`src/rtl/router_output_ctrl.sv`:
```
// router_output_ctrl
//   Output-port controller of a two-VC router. Two single-entry buffers hold
//   one packet each: buf 0 for the even VC, buf 1 for the odd VC. The
//   router-wide polarity picks which buffer accepts a packet from the input
//   controllers and which one is offered to the channel. The accept and send
//   buffers are always different, so an accept and a send can complete in the
//   same cycle.
//
//   Optional feature: define ROUTER_OUT_RR_EN for round-robin arbitration
//   between the two inputs. Without it, input 0 always wins a conflict.
//
// Ports
//   clk                      single clock, rising edge
//   rst                      synchronous active-high reset
//   polarity                 0: send even / accept odd, 1: send odd / accept even
//   in02out_req, in12out_req transfer requests from input controllers 0 / 1
//   out2in0_gnt, out2in1_gnt combinational grants back to the inputs
//   in02out_din, in12out_din packet data, sampled on the granted cycle
//   out2ch_vld               packet valid toward the channel
//   ch2out_rdy               channel ready
//   out2ch_dout              packet toward the channel, zero when not valid
module router_output_ctrl #(
  parameter int DATA_W = 64
) (
  input  logic              clk,
  input  logic              rst,
  input  logic              polarity,
  input  logic              in02out_req,
  input  logic              in12out_req,
  output logic              out2in0_gnt,
  output logic              out2in1_gnt,
  input  logic [DATA_W-1:0] in02out_din,
  input  logic [DATA_W-1:0] in12out_din,
  output logic              out2ch_vld,
  input  logic              ch2out_rdy,
  output logic [DATA_W-1:0] out2ch_dout
);

  logic              acc_idx;
  logic              snd_idx;
  logic [DATA_W-1:0] buf_q [2];
  logic [1:0]        full_q;
  logic              win0;
  logic              gnt_any;
  logic              send;
  logic [DATA_W-1:0] wr_data;

  // Accept and send buffers are complementary by construction.
  assign acc_idx = ~polarity;
  assign snd_idx = polarity;

`ifdef ROUTER_OUT_RR_EN
  logic rr_ptr_q;  // 0: input 0 favoured, 1: input 1 favoured

  assign win0 = ~rr_ptr_q;

  // After a grant the pointer favours the input that was not served.
  always_ff @(posedge clk) begin
    if (rst) begin
      rr_ptr_q <= 1'b0;
    end else if (gnt_any) begin
      rr_ptr_q <= out2in0_gnt;
    end
  end
`else
  assign win0 = 1'b1;
`endif

  // A full accept buffer blocks both grants, even if it drains this cycle.
  always_comb begin
    out2in0_gnt = 1'b0;
    out2in1_gnt = 1'b0;
    if (!full_q[acc_idx]) begin
      if (in02out_req && (!in12out_req || win0)) begin
        out2in0_gnt = 1'b1;
      end else if (in12out_req) begin
        out2in1_gnt = 1'b1;
      end
    end
  end

  assign gnt_any = out2in0_gnt | out2in1_gnt;
  assign wr_data = out2in1_gnt ? in12out_din : in02out_din;

  assign out2ch_vld  = full_q[snd_idx];
  assign out2ch_dout = out2ch_vld ? buf_q[snd_idx] : '0;
  assign send        = out2ch_vld & ch2out_rdy;

  // Buffer write and channel send touch different entries, so both may
  // update full_q in the same cycle without conflict.
  always_ff @(posedge clk) begin
    if (rst) begin
      full_q   <= 2'b00;
      buf_q[0] <= '0;
      buf_q[1] <= '0;
    end else begin
      if (gnt_any) begin
        buf_q[acc_idx]  <= wr_data;
        full_q[acc_idx] <= 1'b1;
      end
      if (send) begin
        full_q[snd_idx] <= 1'b0;
      end
    end
  end

endmodule
```
`config.mk`:
```
export PLATFORM = sky130hd
export DESIGN_NAME = router_output_ctrl
export DESIGN_NICKNAME = d
export VERILOG_FILES = /design/src/rtl/router_output_ctrl.sv
export SDC_FILE = /design/constraint.sdc
export NUM_CORES = 1
export LEC_CHECK = 0
export CAP_MARGIN = 15
export CELL_PAD_IN_SITES_DETAIL_PLACEMENT = 0
export CELL_PAD_IN_SITES_GLOBAL_PLACEMENT = 1
export CORE_UTILIZATION = 24
export CTS_CLUSTER_DIAMETER = 60
export DETAILED_ROUTE_END_ITERATION = 10
export GPL_TIMING_DRIVEN = 1
export PLACE_DENSITY = 0.61
export REMOVE_ABC_BUFFERS = 1
export SYNTH_ARGS = -nofsm -noshare
export SYNTH_HDL_FRONTEND = slang
export SYNTH_SLANG_ARGS = --single-unit
```
`constraint.sdc`:
```
create_clock -name clk -period 2.9 [get_ports clk]
set_clock_uncertainty 0.15 [all_clocks]
set_input_delay 0.58 -clock clk [delete_from_list [all_inputs] [get_ports clk]]
set_output_delay 0.58 -clock clk [all_outputs]
set_load 0.02 [all_outputs]
```
# After elaboration in Yosys (flattened, before gate mapping)
# Memories as Yosys holds them, arrays and structs flattened.
# Index checks and enable logic that the tools add are counted.
[totals]
register_bits = 2
mem_bits_rw = 128
out_inout_bits = 67
word_cells = 41
memories = 1
[op_classes]
order_cmp = 4
n_mux = 26
n_bitwise = 6
n_reduce_logical = 3
[mem_list]
columns = ["memory", "words", "word_bits", "read_ports", "rd_ports_with_merged_regs", "wr", "line", "text"]
rows = [
  ["buf_q", 2, 64, 1, 0, 2, "41", "logic [DATA_W-1:0] buf_q [2];"],
]
[ops]
columns = ["operator", "count"]
rows = [
  ["$mux 64", 3],
  ["$reduce_or 64->1", 1],
  ["$mux 1", 18],
  ["$mux 2", 3],
  ["$lt 1x2->1 const B", 2],
  ["$and 2x2->2", 1],
  ["$demux 1 s1", 2],
  ["$ge 1x1->1 const B", 2],
  ["$logic_and 1x1->1", 2],
  ["$not 2->2", 1],
  ["$or 2x2->2", 1],
  ["$and 1x1->1", 1],
  ["$not 1->1", 1],
  ["$or 1x1->1", 1],
]

# Longest topological paths before layout
# Gate-level depths: netlist (run 1).
[logic_depth]
depth_word = 10
ltp_mapped = 6
ltp_nobuf = 3

# Worst setup path before layout (run 1)
# No wires, ideal clock.
[synth_path]
kind = "input -> register"
start = "input rst"
end = "memory buf_q[0][0], enable pin"
setup_time_ps = 433
t_arrival_ps = 2532
required_ps = 2317
slack_ps = -215
stages = 4
path_buffers = 1
path_cell_list = "o21ba_2 > nand3b_1 > buf_2 > nand2b_1"
[synth_lines]
columns = ["element", "line", "text"]
rows = [
  ["from (decl)", "26", "input logic rst,"],
  ["to (decl)", "41", ""],
]

# Worst setup path after layout (run 1)
[layout_path]
start = "input polarity"
end = "output out2in0_gnt"
[layout_via]
elab_chain_len = 3
[layout_rtl]
columns = ["element", "line", "text"]
rows = [
  ["from (decl)", "27", "input logic polarity,"],
  ["$mux 1 (not written as such) (2 in a row)", "73", "if (!full_q[acc_idx]) begin"],
  ["$mux 1", "73", ""],
  ["to (decl)", "30", "output logic out2in0_gnt,"],
]
# No other way between the ends. The select of a mux whose other input is x is not followed.

==> summary.md, run 1 <==
| Metric | Value |
|---|---|
| Status | `finished, final reports clean` |
| Max Fclk | `358 MHz` |
| Pin count of the biggest net entering global routing | `65` |
| Post-CTS Setup Inserts | `0` |
| Initial Util | `24.6%` |
| Initial antenna violation count | `0` |
| Max_cap viols | `0` |
| Post-placement cell area | `9240 sq um` |
| Share of layout cells above drive strength 1 | `14.9%` |
| Cell area after layout | `9890 sq um` |
| Critical Path RT | `2170 ps` |
| CP Max Fanout | `11` |
| Overall routing resource usage | `15.2%` |
| # DRC | `0` |
| Final Cycle Share | `96.4%` |
| Slew HR | `43.2%` |
| Total die area | `28500 sq um` |
| Clock slew at reported path FFs | `60 ps` |
| Tot Pwr | `5560 uW` |
| Hold_buf cts | `0` |
| Crit Path Category | `in2out` |
| Global-route wire length before repair | `32.1 mm` |
| Crit-path most repeated cell | `buf_4` |
| Vias | `5373` |
| DRT iter0 DRCs | `265` |
| Yosys warns | `0` |
| Number of buffers created by CTS | `17` |
| Setup crit end kind | `output pin` |
| FP Rows | `60` |
| Leak | `0.00354 uW` |
| Post-synthesis register bit count | `130` |
| Routed WL | `21.3 mm` |
| Clock power frac | `42.4%` |
| Synth Area per Inst | `11.3 sq um` |
| Wire length per cell | `18.2 um` |
| Gp weighted congestion | `0.706` |
| Synthesized instance count | `593` |
| Maximum buffer depth of the clock tree | `2` |
| Hold Crit Class | `reg2reg` |
| Pre-antenna DRT Iters | `5` |
| Area growth syn-to-layout | `47.9%` |
| Internal Power | `4180 uW` |
| Hold Slack | `438 ps` |
| CP bufs+invs | `3` |
| Final ANT Viol Nets | `0` |
| RSZ-0062 raised after global routing | `no` |
| Final hold violations | `0` |
| Number of distinct library cells after synthesis | `22` |
| Number of fill cells in the layout | `2741` |
| Post-cts sizing count | `0` |
| Number of diodes | `0` |
| Sequential Power Share | `40.5%` |
| Most frequent cells in the layout | `clkdlybuf4s50_1 (197), a21oi_1 (129), edfxtp_1 (128)` |
| Core region area | `27200 sq um` |
| Pins Over Slew Limit | `0` |
| CP top delay family | `buffers and inverters` |
| GR Overflow Total | `0` |
| Sinks on Clock Net | `130` |
| IO Pins | `201` |
| Slew @ Worst Pin | `852 ps` |
| Part of the power in combinational logic | `17.1%` |
| Die height | `169 um` |
| DIE WIDTH | `169 um` |
| Root Buffer | `clkbuf_16` |
| NetSw | `1380 uW` |
| Mapped Area | `6690 sq um` |
| H-tree lvl count | `4` |
| Clock Latency Late Sink | `420 ps` |
| Switching portion of total power | `24.9%` |
| DP HPWL | `13.5 mm` |
| Worst setup SP type | `input pin` |
| Drt via density | `4.60` |
| Arrival @ worst endpoint | `2060 ps` |
| Most common cell after layout, fill and taps aside | `clkdlybuf4s50_1` |
| Vias in the first global route | `5536` |
| Setup Viol. Count Final | `0` |
| Pwr dens | `562 nW/um^2` |
| CTS tree | `yes` |
| NumNets Final | `918` |
| Minimum clock period | `2790 ps` |
| Sequential share of the synthesized area | `58.1%` |
| Port Buffers | `200` |
| Maximum vdd ir drop | `0.000319 V` |
| Crit-path max cell delay | `610 ps` |
| Crit path max-delay cell type | `clkdlybuf4s50_1` |
| Worst path cell trace | `buf_4 -> buf_4 -> mux2i_4 -> and2_1 -> clkdlybuf4s50_1` |
==> synth_stat cells <==
| library cell | instances | share of area [%] |
|---|---|---|
| dfxtp_1 | 2 | 0.60 |
| o21ai_0 | 17 | 1.3 |
| nor2_1 | 68 | 3.8 |
| nand2_1 | 2 | 0.11 |
| o21ai_2 | 49 | 6.4 |
| nand2b_1 | 3 | 0.28 |
| nand3b_1 | 1 | 0.11 |
| buf_1 | 3 | 0.17 |
| buf_2 | 24 | 1.8 |
| o21ba_2 | 1 | 0.15 |
| edfxtp_1 | 128 | 57 |
| nor2b_1 | 1 | 0.094 |
| mux2_4 | 1 | 0.22 |
| and2_1 | 1 | 0.094 |
| mux2i_1 | 66 | 9.9 |
| nand3_1 | 64 | 4.8 |
| a2bb2oi_1 | 1 | 0.13 |
| clkbuf_1 | 16 | 0.90 |
| inv_1 | 2 | 0.11 |
| buf_4 | 8 | 0.90 |
| a21oi_1 | 129 | 9.7 |
| buf_6 | 6 | 1.0 |
==> kinds of logic after synthesis <==
kind of cell           synth area share, %
AOI/OAI and AO/OA                     17.6
buffers and inverters                 4.88
DFF                                   58.1
muxes                                 10.1
and+or+nand+nor                       9.30
==> path summary, 6_finish.rpt <==
check	slack, ps	start	to	depth (start not counted)
setup / recovery	110	polarity	out2in0_gnt	5
hold / removal	440	full_q[1]$_SDFF_PP0_	full_q[1]$_SDFF_PP0_	2
setup reg to reg	420	full_q[0]$_SDFF_PP0_	buf_q[1][48]$_SDFFCE_PN0P_	5
hold reg to reg	440	full_q[1]$_SDFF_PP0_	full_q[1]$_SDFF_PP0_	2
==> power groups by stage <==
stage | logic [uW] | clock network [uW] | registers [uW]
final | 948 | 2360 | 2250
after detailed placement | 963 | 0 | 2290
after global placement | 965 | 0 | 2290
after global routing | 1030 | 2480 | 2270
after floorplan | 420 | 0 | 2290
after CTS | 968 | 2410 | 2250
==> worst reg2reg max path: stages, from the launching register on <==
cell and delay (ps):
dfxtp_1 480, mux2_4 210, buf_4 430, buf_4 600
o21ai_0 250, a21oi_1 190
==> registers in the layout, indices dropped and copies added, names as in the netlist <==
name	count
buf_q	128
full_q	2
==> area by class of cell <==
type	instances	area, sq um	area share [%]
repair buffers	229	2350	23.8
multi-input cells	404	2530	25.6
flip-flops and latches	130	3880	39.3
well taps	372	465	4.71
inverters	2	7.51	0.0759
clock buffers	19	433	4.38
clock inverters	13	209	2.11
==> through the flow <==
stage	utilization, %	TNS (ps)	cells	setup WS, ps
global placement	34.0	0	1137	10.8
floorplan	-	-400580	536	-1580
detailed placement	34.0	0	1137	22.4
finish	36.4	0	1169	106
global route	36.4	0	1169	15.3
CTS	36.4	0	1169	12.3
==> layer usage <==
metal	part of all wire, %	vias to the layer above	wire length (um)	track usage, %
met3	4.2	10	889	2.74
met5	0	-	0	0
met2	51	159	10800	26.4
li1	-	2600	-	-
met4	0.99	0	211	4.66
met1	44	2604	9380	19.1
Note: power is estimated with default switching activity, not from simulation.
==> inputs of run 2 (changes only) <==
--- a/config.mk
+++ b/config.mk
@@ -17,3 +17,4 @@
 export SYNTH_ARGS = -nofsm -noshare
 export SYNTH_HDL_FRONTEND = slang
 export SYNTH_SLANG_ARGS = --single-unit
+export TNS_END_PERCENT = 5
==> run 2 against run 1 <==
Net effect: core utilization about the same; total power about the same; largest power group unchanged; critical endpoint unchanged; maximum frequency unchanged.
==> summary.md, run 2 (synthesis results as in run 1) <==
| Metric | Value |
|---|---|
| Post-route worst setup slack | `106 ps (unchanged)` |
| RR Startpoint | `full_q[0]$_SDFF_PP0_ (unchanged)` |
| Pre-antenna DRT Iters | `5 (unchanged)` |
| Max_cap viols | `0 (unchanged)` |
| Leak | `0.00353 uW (was 0.00354 uW)` |
| Max Fclk | `358 MHz (unchanged)` |
| Area growth syn-to-layout | `47.8% (was 47.9%)` |
| Clock power frac | `42.4% (about the same)` |
| Dpl cells | `1137 (unchanged)` |
| Port Buffers | `200 (unchanged)` |
| Vias | `5373 (unchanged)` |
| Initial Util | `24.6% (unchanged)` |
| Switching portion of total power | `24.9% (about the same)` |
| Crit path max-delay cell type | `clkdlybuf4s50_1 (unchanged)` |
| Global-route wire length before repair | `32.1 mm (unchanged)` |
| Tot Pwr | `5560 uW (about the same)` |
| Status | `finished, final reports clean (unchanged)` |
| Core Util, Final | `36.4% (about the same)` |
| Most common cell after layout, fill and taps aside | `clkdlybuf4s50_1 (unchanged)` |
| Critical Path RT | `2170 ps (about the same)` |
| Crit-path max cell delay | `610 ps (about the same)` |
| Slew HR | `43.2% (unchanged)` |
| Crit path to | `out2in0_gnt (unchanged)` |
| Drt via density | `4.60 (unchanged)` |
| Total die area | `28500 sq um (unchanged)` |
| FP Rows | `60 (unchanged)` |
| Part of the power in combinational logic | `17.1% (about the same)` |
| Worst path cell trace | `buf_4 -> buf_4 -> mux2i_4 -> and2_1 -> clkdlybuf4s50_1 (unchanged)` |
| Post-CTS Setup Inserts | `0 (unchanged)` |
| Maximum buffer depth of the clock tree | `2 (unchanged)` |
| Setup Viol. Count Final | `0 (unchanged)` |
| Crit-path most repeated cell | `buf_4 (unchanged)` |
| NetSw | `1380 uW (about the same)` |
| Clock slew at reported path FFs | `60 ps (about the same)` |
| Die height | `169 um (unchanged)` |
| Number of fill cells in the layout | `2742 (was 2741)` |
| Pin count of the biggest net entering global routing | `65 (unchanged)` |
| Minimum clock period | `2790 ps (unchanged)` |
| Overall routing resource usage | `15.2% (unchanged)` |
| Routed WL | `21.3 mm (unchanged)` |
| Sequential Power Share | `40.5% (about the same)` |
| DIE WIDTH | `169 um (unchanged)` |
| Number of buffers created by CTS | `17 (unchanged)` |
| Most frequent cells in the layout | `clkdlybuf4s50_1 (197), a21oi_1 (129), edfxtp_1 (128) (unchanged)` |
| Wire length per cell | `18.2 um (unchanged)` |
| Gp weighted congestion | `0.706 (unchanged)` |
| IO Pins | `201 (unchanged)` |
| R2R depth | `5 (unchanged)` |
| Largest registers | `buf_q (128), full_q (2) (unchanged)` |
| GR Overflow Total | `0 (unchanged)` |
| Pwr dens | `562 nW/um^2 (about the same)` |
| DP HPWL | `13.5 mm (unchanged)` |
| Hold Crit Class | `reg2reg (unchanged)` |
| Max reg flops | `128 (unchanged)` |
| Share of layout cells above drive strength 1 | `15.1% (was 14.9%)` |
| Number of diodes | `0 (unchanged)` |
| Core region area | `27200 sq um (unchanged)` |
| # DRC | `0 (unchanged)` |
| Hold_buf cts | `0 (unchanged)` |
| H-tree lvl count | `4 (unchanged)` |
| RSZ-0062 raised after global routing | `no (unchanged)` |
| Reg2Reg Setup Slack | `420 ps (about the same)` |
| CTS tree | `yes (unchanged)` |
| Setup crit end kind | `output pin (unchanged)` |
| Final hold violations | `0 (unchanged)` |
| Crit Path Category | `in2out (unchanged)` |
| Final Cycle Share | `96.4% (unchanged)` |
| Vias in the first global route | `5536 (unchanged)` |
| Pins Over Slew Limit | `0 (unchanged)` |
| Sinks on Clock Net | `130 (unchanged)` |
| CP Max Fanout | `11 (unchanged)` |
| Internal Power | `4170 uW (was 4180 uW)` |
| Worst setup SP type | `input pin (unchanged)` |
| Slew @ Worst Pin | `852 ps (unchanged)` |
| DRT iter0 DRCs | `265 (unchanged)` |
| Maximum vdd ir drop | `0.000319 V (unchanged)` |
| Largest reg by FF count | `buf_q (unchanged)` |
| Initial antenna violation count | `0 (unchanged)` |
| Worst hold path startpoint | `full_q[1]$_SDFF_PP0_ (unchanged)` |
| Clock Latency Late Sink | `420 ps (about the same)` |
| Non-filler cells, final | `1169 (unchanged)` |
| Post-cts sizing count | `0 (unchanged)` |
| Critical Path Start | `polarity (unchanged)` |
| Arrival @ worst endpoint | `2060 ps (about the same)` |
| Worst flop-to-flop path endpoint | `buf_q[1][48]$_SDFFCE_PN0P_ (unchanged)` |
| Root Buffer | `clkbuf_16 (unchanged)` |
| Final ANT Viol Nets | `0 (unchanged)` |
| Dpl ws | `22.4 ps (unchanged)` |
| NumNets Final | `918 (unchanged)` |
==> run 2: cell count changes in the layout (fill, tap and decap cells not counted), sizes merged <==
cell          change
buf               +1
dlymetal6s2s      -1
==> run 2: layout make-up <==
type                    instances  area (sq um)  area share, %
clock buffers                  19           433           4.38
clock inverters                13           209           2.11
inverters                       2          7.51         0.0760
multi-input cells             404          2530           25.6
flip-flops and latches        130          3880           39.3
well taps                     372           465           4.71
repair buffers                229          2350           23.8
==> run 2: power groups by stage <==
| stage | sequential, uW | clock (uW) | combinational [uW] |
|---|---|---|---|
| 3_5_place_dp | 2290 | 0 | 963 |
| 5_1_grt | 2270 | 2480 | 1030 |
| 2_1_floorplan | 2290 | 0 | 420 |
| 6_report | 2250 | 2360 | 948 |
| 3_3_place_gp | 2290 | 0 | 965 |
| 4_1_cts | 2250 | 2410 | 968 |
==> run 2: stage by stage <==
stage / setup TNS, ps / instance area, sq um / hold WS, ps
3_5_place_dp: 0 / 9240 / 450
3_3_place_gp: 0 / 9240 / 452
4_1_cts: 0 / 9880 / 465
5_1_grt: 0 / 9880 / 468
6_report: 0 / 9880 / 438
2_1_floorplan: -400580 / 6370 / 325
==> run 2: worst min path at each step <==
stage               cells past startpoint  slack, ps              endpoint
floorplan                               2        330  full_q[0]$_SDFF_PP0_
global placement                        2        450  full_q[0]$_SDFF_PP0_
detailed placement                      2        450  full_q[0]$_SDFF_PP0_
CTS                                     2        460  full_q[0]$_SDFF_PP0_
global route                            2        470  full_q[1]$_SDFF_PP0_
finish                                  2        440  full_q[1]$_SDFF_PP0_
==> run 2: critical path, delay by kind of cell <==
kind,cells,cell delay (ps)
and+or+nand+nor,1,180
muxes,1,250
buffers and inverters,3,1040
==> run 2: routing by layer <==
layer	vias up	track usage, %	wire length (um)
met4	0	4.66	211
met3	10	2.74	889
met1	2604	19.1	9380
met5	-	0	0
li1	2600	-	-
met2	159	26.4	10800
==> inputs of run 3 (changes only) <==
--- a/config.mk
+++ b/config.mk
@@ -8,11 +8,11 @@
 export CAP_MARGIN = 15
 export CELL_PAD_IN_SITES_DETAIL_PLACEMENT = 0
 export CELL_PAD_IN_SITES_GLOBAL_PLACEMENT = 1
-export CORE_UTILIZATION = 24
+export CORE_UTILIZATION = 33
 export CTS_CLUSTER_DIAMETER = 60
 export DETAILED_ROUTE_END_ITERATION = 10
 export GPL_TIMING_DRIVEN = 1
-export PLACE_DENSITY = 0.61
+export PLACE_DENSITY = 0.79
 export REMOVE_ABC_BUFFERS = 1
 export SYNTH_ARGS = -nofsm -noshare
 export SYNTH_HDL_FRONTEND = slang
==> run 3 against run 2 <==
Net effect: register-to-register slack improved by 190 ps; routed wire length is 13% lower; die area is 27% lower; critical path depth down 1; non-clock buffer count decreased by 8.
==> summary.md, run 3 (synthesis results as in run 1) <==
| Metric | Value |
|---|---|
| Non-filler cells, final | `1054 (was 1169)` |
| Hold_buf cts | `0 (unchanged)` |
| Routed WL | `18.6 mm (was 21.3 mm)` |
| DP HPWL | `11.7 mm (was 13.5 mm)` |
| Setup TNS | `0 ps (unchanged)` |
| Register Area | `3890 sq um (was 3880 sq um)` |
| Pin count of the biggest net entering global routing | `65 (unchanged)` |
| Share of layout cells above drive strength 1 | `13.7% (was 15.1%)` |
| Most common cell after layout, fill and taps aside | `clkdlybuf4s50_1 (unchanged)` |
| Max_cap viols | `0 (unchanged)` |
| Max Fclk | `359 MHz (was 358 MHz)` |
| CTS tree | `yes (unchanged)` |
| Crit Path Category | `in2out (unchanged)` |
| IO Pins | `201 (unchanged)` |
| Switching portion of total power | `25.0% (was 24.9%)` |
| Wire length per cell | `17.7 um (was 18.2 um)` |
| Pins Over Slew Limit | `0 (unchanged)` |
| Critical Path RT | `2170 ps (about the same)` |
| Area growth syn-to-layout | `44.0% (was 47.8%)` |
| Final hold violations | `0 (unchanged)` |
| Dpl cells | `1022 (was 1137)` |
| Setup crit end kind | `output pin (unchanged)` |
| Minimum clock period | `2780 ps (was 2790 ps)` |
| Worst setup SP type | `input pin (unchanged)` |
| Pre-antenna DRT Iters | `4 (was 5)` |
| Maximum vdd ir drop | `0.000372 V (was 0.000319 V)` |
| Overall routing resource usage | `18.0% (was 15.2%)` |
| Core region area | `19700 sq um (was 27200 sq um)` |
| # DRC | `0 (unchanged)` |
| CP Max Fanout | `5 (was 11)` |
| Final Cycle Share | `95.9% (was 96.4%)` |
| Clock Latency Late Sink | `400 ps (was 420 ps)` |
| H-tree lvl count | `4 (unchanged)` |
| Clock slew at reported path FFs | `50 ps (was 60 ps)` |
| Most frequent cells in the layout | `clkdlybuf4s50_1 (199), a21oi_1 (129), edfxtp_1 (128) (was clkdlybuf4s50_1 (197), a21oi_1 (129), edfxtp_1 (128))` |
| Sinks on Clock Net | `130 (unchanged)` |
| Largest reg by FF count | `buf_q (unchanged)` |
| Global-route wire length before repair | `28.2 mm (was 32.1 mm)` |
| Status | `finished, final reports clean (unchanged)` |
| Initial Util | `34.0% (was 24.6%)` |
| Part of the power in combinational logic | `17.8% (was 17.1%)` |
| Final ANT Viol Nets | `0 (unchanged)` |
| Setup Viol. Count Final | `0 (unchanged)` |
| Clock power frac | `38.7% (was 42.4%)` |
| DIE WIDTH | `144 um (was 169 um)` |
| Total die area | `20800 sq um (was 28500 sq um)` |
| Number of diodes | `0 (unchanged)` |
| Slew HR | `30.9% (was 43.2%)` |
| Port Buffers | `200 (unchanged)` |
| DRT iter0 DRCs | `276 (was 265)` |
| Internal Power | `3890 uW (was 4170 uW)` |
| Post-CTS Setup Inserts | `0 (unchanged)` |
| Initial antenna violation count | `0 (unchanged)` |
| Vias | `5434 (was 5373)` |
| NumNets Final | `910 (was 918)` |
| Root Buffer | `clkbuf_16 (unchanged)` |
| Sequential Power Share | `43.5% (was 40.5%)` |
| Pwr dens | `539 nW/um^2 (was 562 nW/um^2)` |
| GR Overflow Total | `0 (unchanged)` |
| Post-cts sizing count | `2 (was 0)` |
| Number of buffers created by CTS | `17 (unchanged)` |
| Die height | `144 um (was 169 um)` |
| FP Rows | `51 (was 60)` |
| Vias in the first global route | `5488 (was 5536)` |
| Multi-input logic area | `2530 sq um (unchanged)` |
| Gp weighted congestion | `0.760 (was 0.706)` |
| RSZ-0062 raised after global routing | `no (unchanged)` |
| Leak | `0.00346 uW (was 0.00353 uW)` |
| Max reg flops | `128 (unchanged)` |
| NetSw | `1300 uW (was 1380 uW)` |
| Drt via density | `5.16 (was 4.60)` |
| Hold Crit Class | `reg2reg (unchanged)` |
| Arrival @ worst endpoint | `2050 ps (was 2060 ps)` |
| Largest registers | `buf_q (128), full_q (2) (unchanged)` |
| Slew @ Worst Pin | `1040 ps (was 852 ps)` |
| Maximum buffer depth of the clock tree | `2 (unchanged)` |
| Number of fill cells in the layout | `1774 (was 2742)` |
run 3: changes by cell type in the layout (fill, tap and decap cells not counted), sizes merged:
cell           previous run  this run
clkbuf                   19        20
bufinv                    5         2
clkinvlp                  2         1
inv                       3         2
clkdlybuf4s50           197       199
buf                      32        22
clkinv                    5         9
run 3: power groups by stage:
| stage | Sequential (uW) | Combinational [uW] | Clock (uW) |
|---|---|---|---|
| 6_report | 2260 | 924 | 2010 |
| 5_1_grt | 2270 | 989 | 2110 |
| 4_1_cts | 2260 | 931 | 2040 |
| 3_5_place_dp | 2300 | 925 | 0 |
| 3_3_place_gp | 2290 | 916 | 0 |
| 2_1_floorplan | 2290 | 420 | 0 |
run 3: final timing paths:
path	startpoint	end	slack [ps]	depth (start not counted)
max reg2reg	full_q[1]$_SDFF_PP0_	buf_q[0][52]$_SDFFCE_PN0P_	610	4
min reg2reg	full_q[0]$_SDFF_PP0_	full_q[0]$_SDFF_PP0_	420	2
max	in12out_req	out2in1_gnt	120	4
min	full_q[0]$_SDFF_PP0_	full_q[0]$_SDFF_PP0_	420	2
run 3: cell type report:
type | instances | area share [%]
inverter | 2 | 0.0779
clock inverter | 12 | 1.21
multi-input combinational | 404 | 26.3
sequential | 130 | 40.3
clock buffer | 20 | 4.53
tap | 265 | 3.44
timing repair buffer | 221 | 24.1
run 3: metal layers:
layer | global-route usage (%) | up-vias | wire length, um
li1 | - | 2591 | -
met2 | 31.8 | 226 | 9430
met4 | 7.04 | 0 | 279
met1 | 21.1 | 2595 | 7510
met5 | 0 | - | 0
met3 | 4.21 | 22 | 1390
run 3: worst max-delay path, stage by stage:
cell,delay [ps]
clkdlybuf4s50_1,590
nand2b_4,90
nor2_1,150
clkdlybuf4s50_1,640
run 3: per-stage QoR:
stage / hold slack [ps] / setup WS (ps) / instance area (sq um) / power [uW] / util [%]
2_1_floorplan: 325 / -1580 / 6370 / 2710 / -
3_3_place_gp: 481 / 138 / 9080 / 3210 / 46.2
3_5_place_dp: 501 / 110 / 9080 / 3220 / 46.2
4_1_cts: 427 / 75.5 / 9630 / 5230 / 49.0
5_1_grt: 441 / 63.3 / 9630 / 5370 / 49.0
6_report: 417 / 118 / 9630 / 5190 / 49.0
